<file path="src/rtl/i2c_byte_ctrl.sv">
// i2c_byte_ctrl: I2C master byte sequencer (START/WRITE/READ/STOP) driving open-drain pull-low enables.
// Optional I2C_CLK_STRETCH_EN: hold the quarter counter while a released SCL is still held low.
module i2c_byte_ctrl (
  input  logic       clk_in,
  input  logic       rstn_in,
  input  logic [2:0] sppr_in,
  input  logic [2:0] spr_in,
  input  logic       cmd_valid_in,
  output logic       cmd_ready,
  input  logic [1:0] cmd_in,
  input  logic [7:0] wdata_in,
  input  logic       mack_in,
  output logic       done_out,
  output logic [7:0] rdata_out,
  output logic       ack_out,
  output logic       busy_out,
  input  logic       scl_in,
  input  logic       sda_in,
  output logic       scl_oe,
  output logic       sda_oe
);
  typedef enum logic [1:0] {IDLE, RUN, DONE} state_t;
  localparam logic [1:0] C_START = 2'd0, C_WRITE = 2'd1, C_READ = 2'd2, C_STOP = 2'd3;
  state_t state;
  logic [1:0] cmd_r, phase, e_cmd, e_ph;
  logic [3:0] bit_idx, e_bit;
  logic [11:0] cnt, qm1, q_in_m1;
  logic [7:0] wdata_r, e_wd, shift_r;
  logic mack_r, e_mk, ack_r, bit_lvl, scl_n, sda_n, hold, is_bit, acc;
  assign acc = state == IDLE;
  assign is_bit = cmd_r == C_WRITE || cmd_r == C_READ;
  assign q_in_m1 = (({9'd0, sppr_in} + 12'd1) << spr_in) - 12'd1;
`ifdef I2C_CLK_STRETCH_EN
  assign hold = !scl_oe && cnt == 12'd0 && !scl_in;
`else
  logic unused_scl;
  assign unused_scl = scl_in;
  assign hold = 1'b0;
`endif
  // Line levels for the phase about to be entered (first phase on accept, else the next one).
  always_comb begin
    e_cmd = acc ? cmd_in : cmd_r;
    e_wd = acc ? wdata_in : wdata_r;
    e_mk = acc ? mack_in : mack_r;
    e_ph = acc ? 2'd0 : phase + 2'd1;
    e_bit = acc ? 4'd0 : (phase == 2'd3 ? bit_idx + 4'd1 : bit_idx);
    bit_lvl = e_bit[3] ? (e_cmd == C_READ && !e_mk) : (e_cmd == C_WRITE && !e_wd[3'd7 - e_bit[2:0]]);
    scl_n = scl_oe;
    sda_n = sda_oe;
    if (e_cmd == C_START) begin
      if (e_ph == 2'd0) sda_n = 1'b0;
      else if (e_ph == 2'd1) scl_n = 1'b0;
      else if (e_ph == 2'd2) sda_n = 1'b1;
      else scl_n = 1'b1;
    end else if (e_cmd == C_STOP) begin
      if (e_ph == 2'd0) begin
        scl_n = 1'b1;
        sda_n = 1'b1;
      end else if (e_ph == 2'd1) scl_n = 1'b0;
      else if (e_ph == 2'd3) sda_n = 1'b0;
    end else begin
      scl_n = e_ph < 2'd2;
      if (e_ph == 2'd0) sda_n = bit_lvl;
    end
  end
  always_ff @(posedge clk_in or negedge rstn_in) begin
    if (!rstn_in) begin
      state <= IDLE;
      cmd_ready <= 1'b1;
      done_out <= 1'b0;
      rdata_out <= '0;
      ack_out <= 1'b0;
      busy_out <= 1'b0;
      scl_oe <= 1'b0;
      sda_oe <= 1'b0;
      cmd_r <= '0;
      phase <= '0;
      bit_idx <= '0;
      cnt <= '0;
      qm1 <= '0;
      wdata_r <= '0;
      mack_r <= 1'b0;
      shift_r <= '0;
      ack_r <= 1'b0;
    end else begin
      done_out <= 1'b0;
      case (state)
        IDLE: if (cmd_valid_in) begin
          state <= RUN;
          cmd_ready <= 1'b0;
          cmd_r <= cmd_in;
          wdata_r <= wdata_in;
          mack_r <= mack_in;
          qm1 <= q_in_m1;
          cnt <= '0;
          phase <= '0;
          bit_idx <= '0;
          scl_oe <= scl_n;
          sda_oe <= sda_n;
        end
        RUN: if (!hold) begin
          if (cnt != qm1) cnt <= cnt + 12'd1;
          else begin
            cnt <= '0;
            phase <= phase + 2'd1;
            if (is_bit && phase == 2'd2) begin
              if (bit_idx[3]) ack_r <= sda_in;
              else shift_r <= {shift_r[6:0], sda_in};
            end
            // After the 9th bit SCL is parked low so the next byte can start cleanly.
            if (phase == 2'd3 && (!is_bit || bit_idx[3])) begin
              state <= DONE;
              scl_oe <= is_bit | scl_oe;
            end else begin
              scl_oe <= scl_n;
              sda_oe <= sda_n;
              if (phase == 2'd3) bit_idx <= bit_idx + 4'd1;
            end
          end
        end
        default: begin
          state <= IDLE;
          cmd_ready <= 1'b1;
          done_out <= 1'b1;
          if (is_bit) ack_out <= ack_r;
          if (cmd_r == C_READ) rdata_out <= shift_r;
          if (cmd_r == C_START) busy_out <= 1'b1;
          else if (cmd_r == C_STOP) busy_out <= 1'b0;
        end
      endcase
    end
  end
endmodule

</file>
<file path="config.mk">
export PLATFORM = sky130hd
export DESIGN_NAME = i2c_byte_ctrl
export DESIGN_NICKNAME = d
export VERILOG_FILES = /design/src/rtl/i2c_byte_ctrl.sv
export SDC_FILE = /design/constraint.sdc
export NUM_CORES = 1
export LEC_CHECK = 0
export ABC_CLOCK_PERIOD_IN_PS = 2690
export CORE_ASPECT_RATIO = 0.7
export CORE_MARGIN = 1.5
export CORE_UTILIZATION = 35
export CTS_CLUSTER_DIAMETER = 30
export DETAILED_ROUTE_END_ITERATION = 8
export HOLD_SLACK_MARGIN = 0.05
export PLACE_DENSITY_LB_ADDON = 0.1
export SYNTH_ARGS = -nofsm -noshare
export SYNTH_HDL_FRONTEND = slang
export SYNTH_SLANG_ARGS = --single-unit
</file>
<file path="constraint.sdc">
create_clock -name clk_in -period 2.69 [get_ports clk_in]
set_clock_uncertainty 0.05 [all_clocks]
set_input_delay 0.538 -clock clk_in [delete_from_list [all_inputs] [get_ports clk_in]]
set_output_delay 0.538 -clock clk_in [all_outputs]
set_load 0.1 [all_outputs]
</file>
### Word-level counts from Yosys, hierarchy flattened

Index checks and enable logic that the tools add are counted.

* bits in registers: 66
* input port bits: 22
* output and inout port bits: 14
* logic and storage cells: 127

* add/subtract/negate cells: 6
* $lt $le $gt $ge: 2
* equality and inequality tests: 17
* shifts and indexed selects: 1
* muxes and demuxes: 52
* bitwise gates (word level): 5
* reductions and logical operators: 27

Operators by type and width (count)
* $mux 1: 29
* $mux 12: 2
* $pmux 12 s2: 1
* $mux 4: 5
* $eq 2x2->1 const B: 8
* $mux 2: 7
* $add 12x1->12 const B: 1
* $ne 12x12->1: 1
* $reduce_and 2->1: 6
* $reduce_and 4->1: 3
* $shl 4x3->12: 1
* $sub 12x1->12 const B: 1
* $eq 2x1->1 const B: 4
* $logic_not 2->1: 4
* $mux 8: 1
* $ne 2x2->1 const B: 4
* $pmux 2 s2: 2
* $pmux 4 s2: 1
* $pmux 1 s2: 3
* $reduce_and 3->1: 2
* $add 3x1->4 const B: 1
* $add 4x1->4 const B: 1
* $logic_and 1x1->1: 4
* $lt 3x4->1 const B: 1
* other kinds (10): 17

### Longest topological paths before layout

Gate-level depths: netlist of the first run.

* depth in word-level cells: 15
* mapped depth: 10
* depth with buffers taken out: 9

### Worst setup path before layout of the first run

No wires, ideal clock.

* path kind: input port to flip-flop
* from: in sppr_in[0]
* to: reg qm1[9]
* setup time: 0.082 ns
* arrival time: 2.414 ns
* data required time: 2.558 ns
* setup slack: 0.144 ns
* stages: 7
* buffers on the path: 0
* cell sequence: ha_1 and3b_1 or2_1 o32a_4 a32o_2 or4_1 a31oi_1

* cells in the longest elaborated chain, start to end: 3

Ends and longest elaborated chain
* start, declared: RTL line 6 `input logic [2:0] sppr_in,`
* $add 3x1->4: RTL line 32 `assign q_in_m1 = (({9'd0, sppr_in} + 12'd1) << spr_in) - 12'd1;`
* $shl 4x3->12: RTL line 32
* $sub 12x1->12: RTL line 32
* end signal, assigned: RTL line 94 `qm1 <= q_in_m1;`
* end, declared: RTL line 27 `logic [11:0] cnt, qm1, q_in_m1;`

No other way between the ends.
A chain may end at the register's enable or synchronous reset.

### Worst setup path in the final report of the first run

* from: in spr_in[1]
* to: reg qm1[9]

* cells in the longest elaborated chain, start to end: 2

Ends and longest elaborated chain
* start, declared: RTL line 7 `input logic [2:0] spr_in,`
* $shl 4x3->12: RTL line 32
* $sub 12x1->12: RTL line 32

No other way between the ends.

==> out/results.txt, run 1 <==
Worst Setup SP: spr_in[1]
Post-synth ARST share: 100%
RSZ-0062 raised after global routing: false
switching power: 577 uW
Reg clk slew, reported paths: 0.06 ns
Seq/Total Area, Yosys: 43.6%
synthesized area per cell: 9.34 sq um
drt drc: 0
GR Util All Layers: 17.7%
pre-CTS setup slack: -0.365 ns
worst min-delay path class: primary input to asynchronous set/reset pin
final setup vio count: 0
Slew @ Worst Pin: 0.621 ns
# diodes: 0
Iteration-0 DRC Markers: 199
Die X: 127 um
fin area: 4890 sq um
placed insts: 602
FF+latch count, synth: 66
CTS tree: done
GPL Wtd Cong: 0.839
vias in the first global route: 3086
initial antenna violation count: 0
core area: 10400 sq um
cell accounting for the most synthesized area: dfrtp_1
final hold vios: 0
largest net degree at the start of global routing: 27
fin crit share: 93.4%
top cells by count, synth: nand2_1, dfrtp_1, o21ai_0, nor2_1
post-synth top area share: 42.9%
final core occ: 46.8%
Slew headroom: 58.6%
crit path to: qm1[9]
Die ar.: 11500 sq um
sequential share of power: 41.2%
Area contributors post-synth: dfrtp_1, nand2_1, mux2_2
status: completed
Ports: 36
leakage power: 2.24 nW
final total power: 2.42 mW
layout cells sized above 1: 24.3%
Pint: 1.84 mW
Clock Path Buffers: 2
Clk pwr share: 49.0%
WP data required: 2.89 ns
combinational share of power: 9.8%
Worst Setup Path Type: primary input to flip-flop
Max VDD drop: 0.000304 V
remaining antenna violation count after routing: 0
H-tree levels: 3
setup slack, reg-to-reg: 0.21 ns
Syn Inst Count: 406
total power per unit cell area: 494 nW/um^2
Non-Filler Instances: 618
Clk Latency, worst-skew pair: 0.33 ns
die height: 90.1 um
Final nets: 511
Clock Tree Root: clkbuf_16
Slew Limit Fails: 0
Synth cell types: 62
Clock Sinks: 66
total global routing overflow: 0
area post-placement: 4550 sq um
Worst EP arrival: 2.72 ns
vias: 3271
CP startpoint kind: primary input
Syn-to-layout area delta: 28.9%
max frequency: 398 MHz
final WL: 9.44 mm
Primary FF master, synth: dfrtp_1
# rows: 31
max cap viols: 0
FILL cells: 1023
vias per cell: 5.29
CTS Buf Count: 9
EDFF count, synth: 0
Sw Share: 23.9%
PortBufs: 34
starting density of the core: 36.3%
setup bufs post-CTS: 0
Max FO, Critical Path: 9
YS warnings: 0
synthesized cell area: 3790 sq um
DR WL/cell: 15.3 um
Pre-antenna DRT Iters: 5
reg2reg start: cnt[8]
fin crit period: 2.51 ns
first-pass GRT wire length: 15.9 mm
most frequent cell after synthesis: nand2_1
reg2reg path depth: 5
Worst Setup End Kind: flip-flop
Setup WS post-layout: 0.178 ns
Detail Placement HPWL: 7.29 mm
FF-to-FF End: shift_r[0]
Synthesized Nets: 436
-- area by class of cell --
type                            instances  area [sq um]  area share [%]
Inverter                               10          37.5           0.768
Sequential cell                        66          1650            33.8
Clock buffer                            9           225            4.61
Clock inverter                          7          77.6            1.59
Tap cell                              132           165            3.38
Timing Repair Buffer                   84           681            13.9
Multi-Input combinational cell        310          2050            41.9
-- layout by cell type, fill, tap and decap left out, types with 3 or more instances in the layout --
cell type and instances:
a21oi_1 11, a31oi_1 8, a32o_1 3, and2_1 3
and3_1 6, buf_4 64, clkbuf_16 9, clkdlybuf4s50_1 17
dfrtp_1 65, ha_1 7, inv_1 10, mux2_2 18
mux2i_1 4, mux4_2 3, nand2_1 69, nand2b_1 6
nand3_1 8, nand4_1 7, nor2_1 29, nor2b_1 5
nor3_1 4, nor4_1 3, o21ai_0 37, o31ai_1 5
or3_1 3, xnor2_1 18, xor2_1 6
-- cell families after synthesis --
kind of cell             after synthesis  synth area share [%]
multiplexers                          25                  8.18
AND/OR/NAND/NOR                      156                  19.7
AO/OA/AOI/OAI                         96                  16.8
buffers and inverters                 30                  3.20
flip-flops                            66                  43.6
XOR/XNOR                              24                  5.54
adder cells (fa/ha/maj)                9                  2.90
-- power groups by stage --
stage                     Sequential, mW  Combinational, mW  Clock, mW
after floorplan                     1.01             0.0987          0
after global placement              1.01              0.232          0
after detailed placement            1.01              0.232          0
after CTS                          0.994              0.233       1.21
after global routing               0.994              0.262       1.26
final                              0.994              0.237       1.18
-- per-stage QoR --
stage | hold WS (ns) | setup TNS [ns]
after floorplan | 0.192 | 0
after global placement | 0.407 | -1.47
after detailed placement | 0.409 | -1.72
after CTS | 0.185 | 0
after global routing | 0.215 | 0
final | 0.168 | 0
-- critical path, cell delays in order --
cell and delay, ns:
clkdlybuf4s50_1 0.66, inv_1 0.13, a221oi_2 0.33, nand3_1 0.11, a32o_2 0.28, or4_1 0.52, a31oi_1 0.15
-- per-layer routing --
metal	wire [um]	share of wire [%]	track usage (%)
met1	5090	54	27.6
met2	3870	41	23.7
met3	388	4.1	4.58
met4	83	0.88	4.64
met5	0	0	0
-- sequential cells by signal (all words and copies together), names as in the netlist, named ones only --
name       cells
cnt           12
qm1           12
cmd_ready      1
scl_oe         1
wdata_r        8
bit_idx        4
shift_r        8
ack_r          1
phase          2
busy_out       1
done_out       1
mack_r         1
rdata_out      8
ack_out        1
cmd_r          2
state          2
-- worst min-delay path by stage --
stage                     startpoint                         end  slack [ns]
after floorplan              rstn_in  asynchronous set/reset pin        0.19
after global placement    wdata_r[1]                  wdata_r[1]        0.41
after detailed placement  wdata_r[1]                  wdata_r[1]        0.41
after CTS                    rstn_in                      cnt[4]        0.19
after global routing         rstn_in                     cnt[10]        0.21
final                        rstn_in                     cnt[10]        0.17
-- what timing repair did --
item,CTS,global route
resized for setup,1,6
hold buffers,0,0
setup endpoints to repair,1,5
pin swaps,0,1
Power figures use the tool's default switching activity.
==> run 2, diff against run 1 <==
--- a/config.mk
+++ b/config.mk
@@ -13,6 +13,8 @@
 export DETAILED_ROUTE_END_ITERATION = 8
 export HOLD_SLACK_MARGIN = 0.05
 export PLACE_DENSITY_LB_ADDON = 0.1
+export RECOVER_POWER = 100
+export SLEW_MARGIN = 20
 export SYNTH_ARGS = -nofsm -noshare
 export SYNTH_HDL_FRONTEND = slang
 export SYNTH_SLANG_ARGS = --single-unit
==> run 2 against run 1 <==
The flow now finishes with violations (max-capacitance violations). Fmax is 1.9% lower. Sequential share of layout area is 0.66 points higher. Clock power hardly changed. Setup slack worse by 0.048 ns. Die area stayed put. Largest power group unchanged. Highest routed layer unchanged.
==> out/results.txt, run 2 (synthesis results as in run 1) <==
Ports: 36 (unchanged)
Final nets: 511 (unchanged)
Largest regs: cnt: 12 flops, qm1: 12 flops (unchanged)
most frequent cells in the layout: nand2_1, dfrtp_1, buf_4, o21ai_0, nor2_1 (unchanged)
worst min-delay path class: flip-flop to flip-flop (was primary input to asynchronous set/reset pin)
initial antenna violation count: 0 (unchanged)
first-pass GRT wire length: 15.9 mm (unchanged)
CTS tree: done (unchanged)
vias in the first global route: 3086 (unchanged)
Die ar.: 11500 sq um (unchanged)
Clock Tree Root: clkbuf_16 (unchanged)
# rows: 31 (unchanged)
starting density of the core: 36.3% (unchanged)
reg2reg start: cnt[8] (unchanged)
drt drc: 0 (unchanged)
Worst EP arrival: 2.76 ns (was 2.72 ns)
CP startpoint kind: primary input (unchanged)
final WL: 9.50 mm (was 9.44 mm)
fin crit share: 95.1% (was 93.4%)
vias per cell: 5.27 (was 5.29)
crit path max-delay cell type: clkdlybuf4s50_1 (unchanged)
Reg clk slew, reported paths: 0.06 ns (about the same)
DR WL/cell: 15.4 um (was 15.3 um)
Clk pwr share: 49.0% (about the same)
Die X: 127 um (unchanged)
Clk Latency, worst-skew pair: 0.33 ns (about the same)
switching power: 574 uW (was 577 uW)
Iteration-0 DRC Markers: 178 (was 199)
final setup vio count: 0 (unchanged)
Pint: 1.83 mW (was 1.84 mW)
crit path to: qm1[9] (unchanged)
CTS Buf Count: 9 (unchanged)
reg2reg path depth: 5 (unchanged)
die height: 90.1 um (unchanged)
Post-Route M1 WL: 5.23 mm (was 5.09 mm)
Sw Share: 23.8% (was 23.9%)
setup slack, reg-to-reg: 0.21 ns (about the same)
sequential share of power: 41.3% (was 41.2%)
pre-CTS setup slack: -0.365 ns (unchanged)
PortBufs: 34 (unchanged)
Clock Sinks: 66 (unchanged)
# diodes: 0 (unchanged)
max cap viols: 1 (was 0)
max frequency: 391 MHz (was 398 MHz)
Worst Setup End Kind: flip-flop (unchanged)
GR Util All Layers: 17.7% (unchanged)
largest net degree at the start of global routing: 27 (unchanged)
crit-path cells: clkdlybuf4s50_1 -> inv_1 -> a221oi_2 -> nand3_1 -> a32o_1 -> or4_1 -> a31oi_1 (was clkdlybuf4s50_1 -> inv_1 -> a221oi_2 -> nand3_1 -> a32o_2 -> or4_1 -> a31oi_1)
total power per unit cell area: 502 nW/um^2 (was 494 nW/um^2)
Max VDD drop: 0.000303 V (was 0.000304 V)
RSZ-0062 raised after global routing: false (unchanged)
setup bufs post-CTS: 0 (unchanged)
core area: 10400 sq um (unchanged)
FILL cells: 1041 (was 1023)
Hold Startpoint: wdata_r[1]
met2 wire len: 3.91 mm (was 3.87 mm)
Sum Neg Setup Slack: 0 ns (unchanged)
routed wl met3: 340 um (was 388 um)
placed insts: 602 (unchanged)
FF-to-FF End: shift_r[0] (unchanged)
Non-Filler Instances: 618 (unchanged)
Slew headroom: 0.234% (was 58.6%)
remaining antenna violation count after routing: 0 (unchanged)
highest routed layer: met4 (unchanged)
Slew @ Worst Pin: 1.50 ns (was 0.621 ns)
total global routing overflow: 0 (unchanged)
most common cell after layout, fill and taps aside: nand2_1 (unchanged)
status: finished, violations left (was completed)
Slew Limit Fails: 0 (unchanged)
vias: 3254 (was 3271)
combinational share of power: 9.7% (was 9.8%)
Pre-antenna DRT Iters: 5 (unchanged)
failing checks: max-capacitance violations
layout cells sized above 1: 19.1% (was 24.3%)
slowest stage delay, CP: 0.67 ns (was 0.66 ns)
Worst Setup Path Type: primary input to flip-flop (unchanged)
fin area: 4790 sq um (was 4890 sq um)
Worst Setup SP: spr_in[1] (unchanged)
Setup WS post-layout: 0.131 ns (was 0.178 ns)
WP data required: 2.89 ns (about the same)
final hold vios: 0 (unchanged)
Max FO, Critical Path: 9 (unchanged)
H-tree levels: 3 (unchanged)
leakage power: 2.14 nW (was 2.24 nW)
area post-placement: 4550 sq um (unchanged)
GPL Wtd Cong: 0.839 (unchanged)
Detail Placement HPWL: 7.29 mm (unchanged)
hold slack: 0.421 ns (was 0.168 ns)
Clock Path Buffers: 2 (unchanged)
Syn-to-layout area delta: 26.4% (was 28.9%)
CTS Hold Bufs: 0 (unchanged)
fin crit period: 2.56 ns (was 2.51 ns)
[run 2: changes by cell type in the layout (fill, tap and decap cells not counted)]
cell,delta
buf_4,-25
clkbuf_1,+24
clkbuf_2,+2
a32o_1,+1
a32o_2,-1
and2_0,+1
and2_1,-1
buf_2,-1
[run 2: cell type report]
class	count	area (sq um)	share of cell area (%)
Sequential cell	66	1650	34.5
Tap cell	132	165	3.45
Timing Repair Buffer	84	588	12.3
Clock inverter	7	77.6	1.62
Clock buffer	9	225	4.70
Multi-Input combinational cell	310	2050	42.7
Inverter	10	37.5	0.783
[run 2: power groups by stage]
stage / combinational (mW) / sequential (mW) / clock (mW)
after floorplan: 0.0987 / 1.01 / 0
after global placement: 0.232 / 1.01 / 0
after detailed placement: 0.232 / 1.01 / 0
after CTS: 0.233 / 0.994 / 1.21
after global routing: 0.257 / 0.994 / 1.26
final: 0.234 / 0.994 / 1.18
[run 2: metrics by stage]
stage	utilization, %	total power [mW]
floorplan	-	1.11
global placement	43.6	1.24
detailed placement	43.6	1.24
CTS	46.5	2.44
global route	45.9	2.51
finish	45.9	2.41
[run 2: worst max-delay path: cells and delay by family]
family | cells | cell delay, ns
compound gates | 3 | 0.77
simple gates | 2 | 0.63
buf+inv | 2 | 0.81
[run 2: metal layers]
metal	vias to the layer above	global-route usage [%]
met2	49	23.7
met5	-	0
met3	2	4.58
met4	0	4.64
met1	1579	27.6
li1	1624	-
[run 2: worst min-delay path by stage]
stage / end / slack, ns / cells after the start
2_1_floorplan: asynchronous set/reset pin / 0.19 / 0
3_3_place_gp: wdata_r[1] / 0.41 / 2
3_5_place_dp: wdata_r[1] / 0.41 / 2
4_1_cts: cnt[4] / 0.19 / 1
6_report: wdata_r[1] / 0.42 / 2
5_1_grt: wdata_r[0] / 0.46 / 2
[run 2: timing repair]
| item | 4_1_cts | 5_1_grt |
|---|---|---|
| endpoints found under the setup margin | 1 | 5 |
| pin swaps | 0 | 1 |
| resized for setup | 1 | 6 |
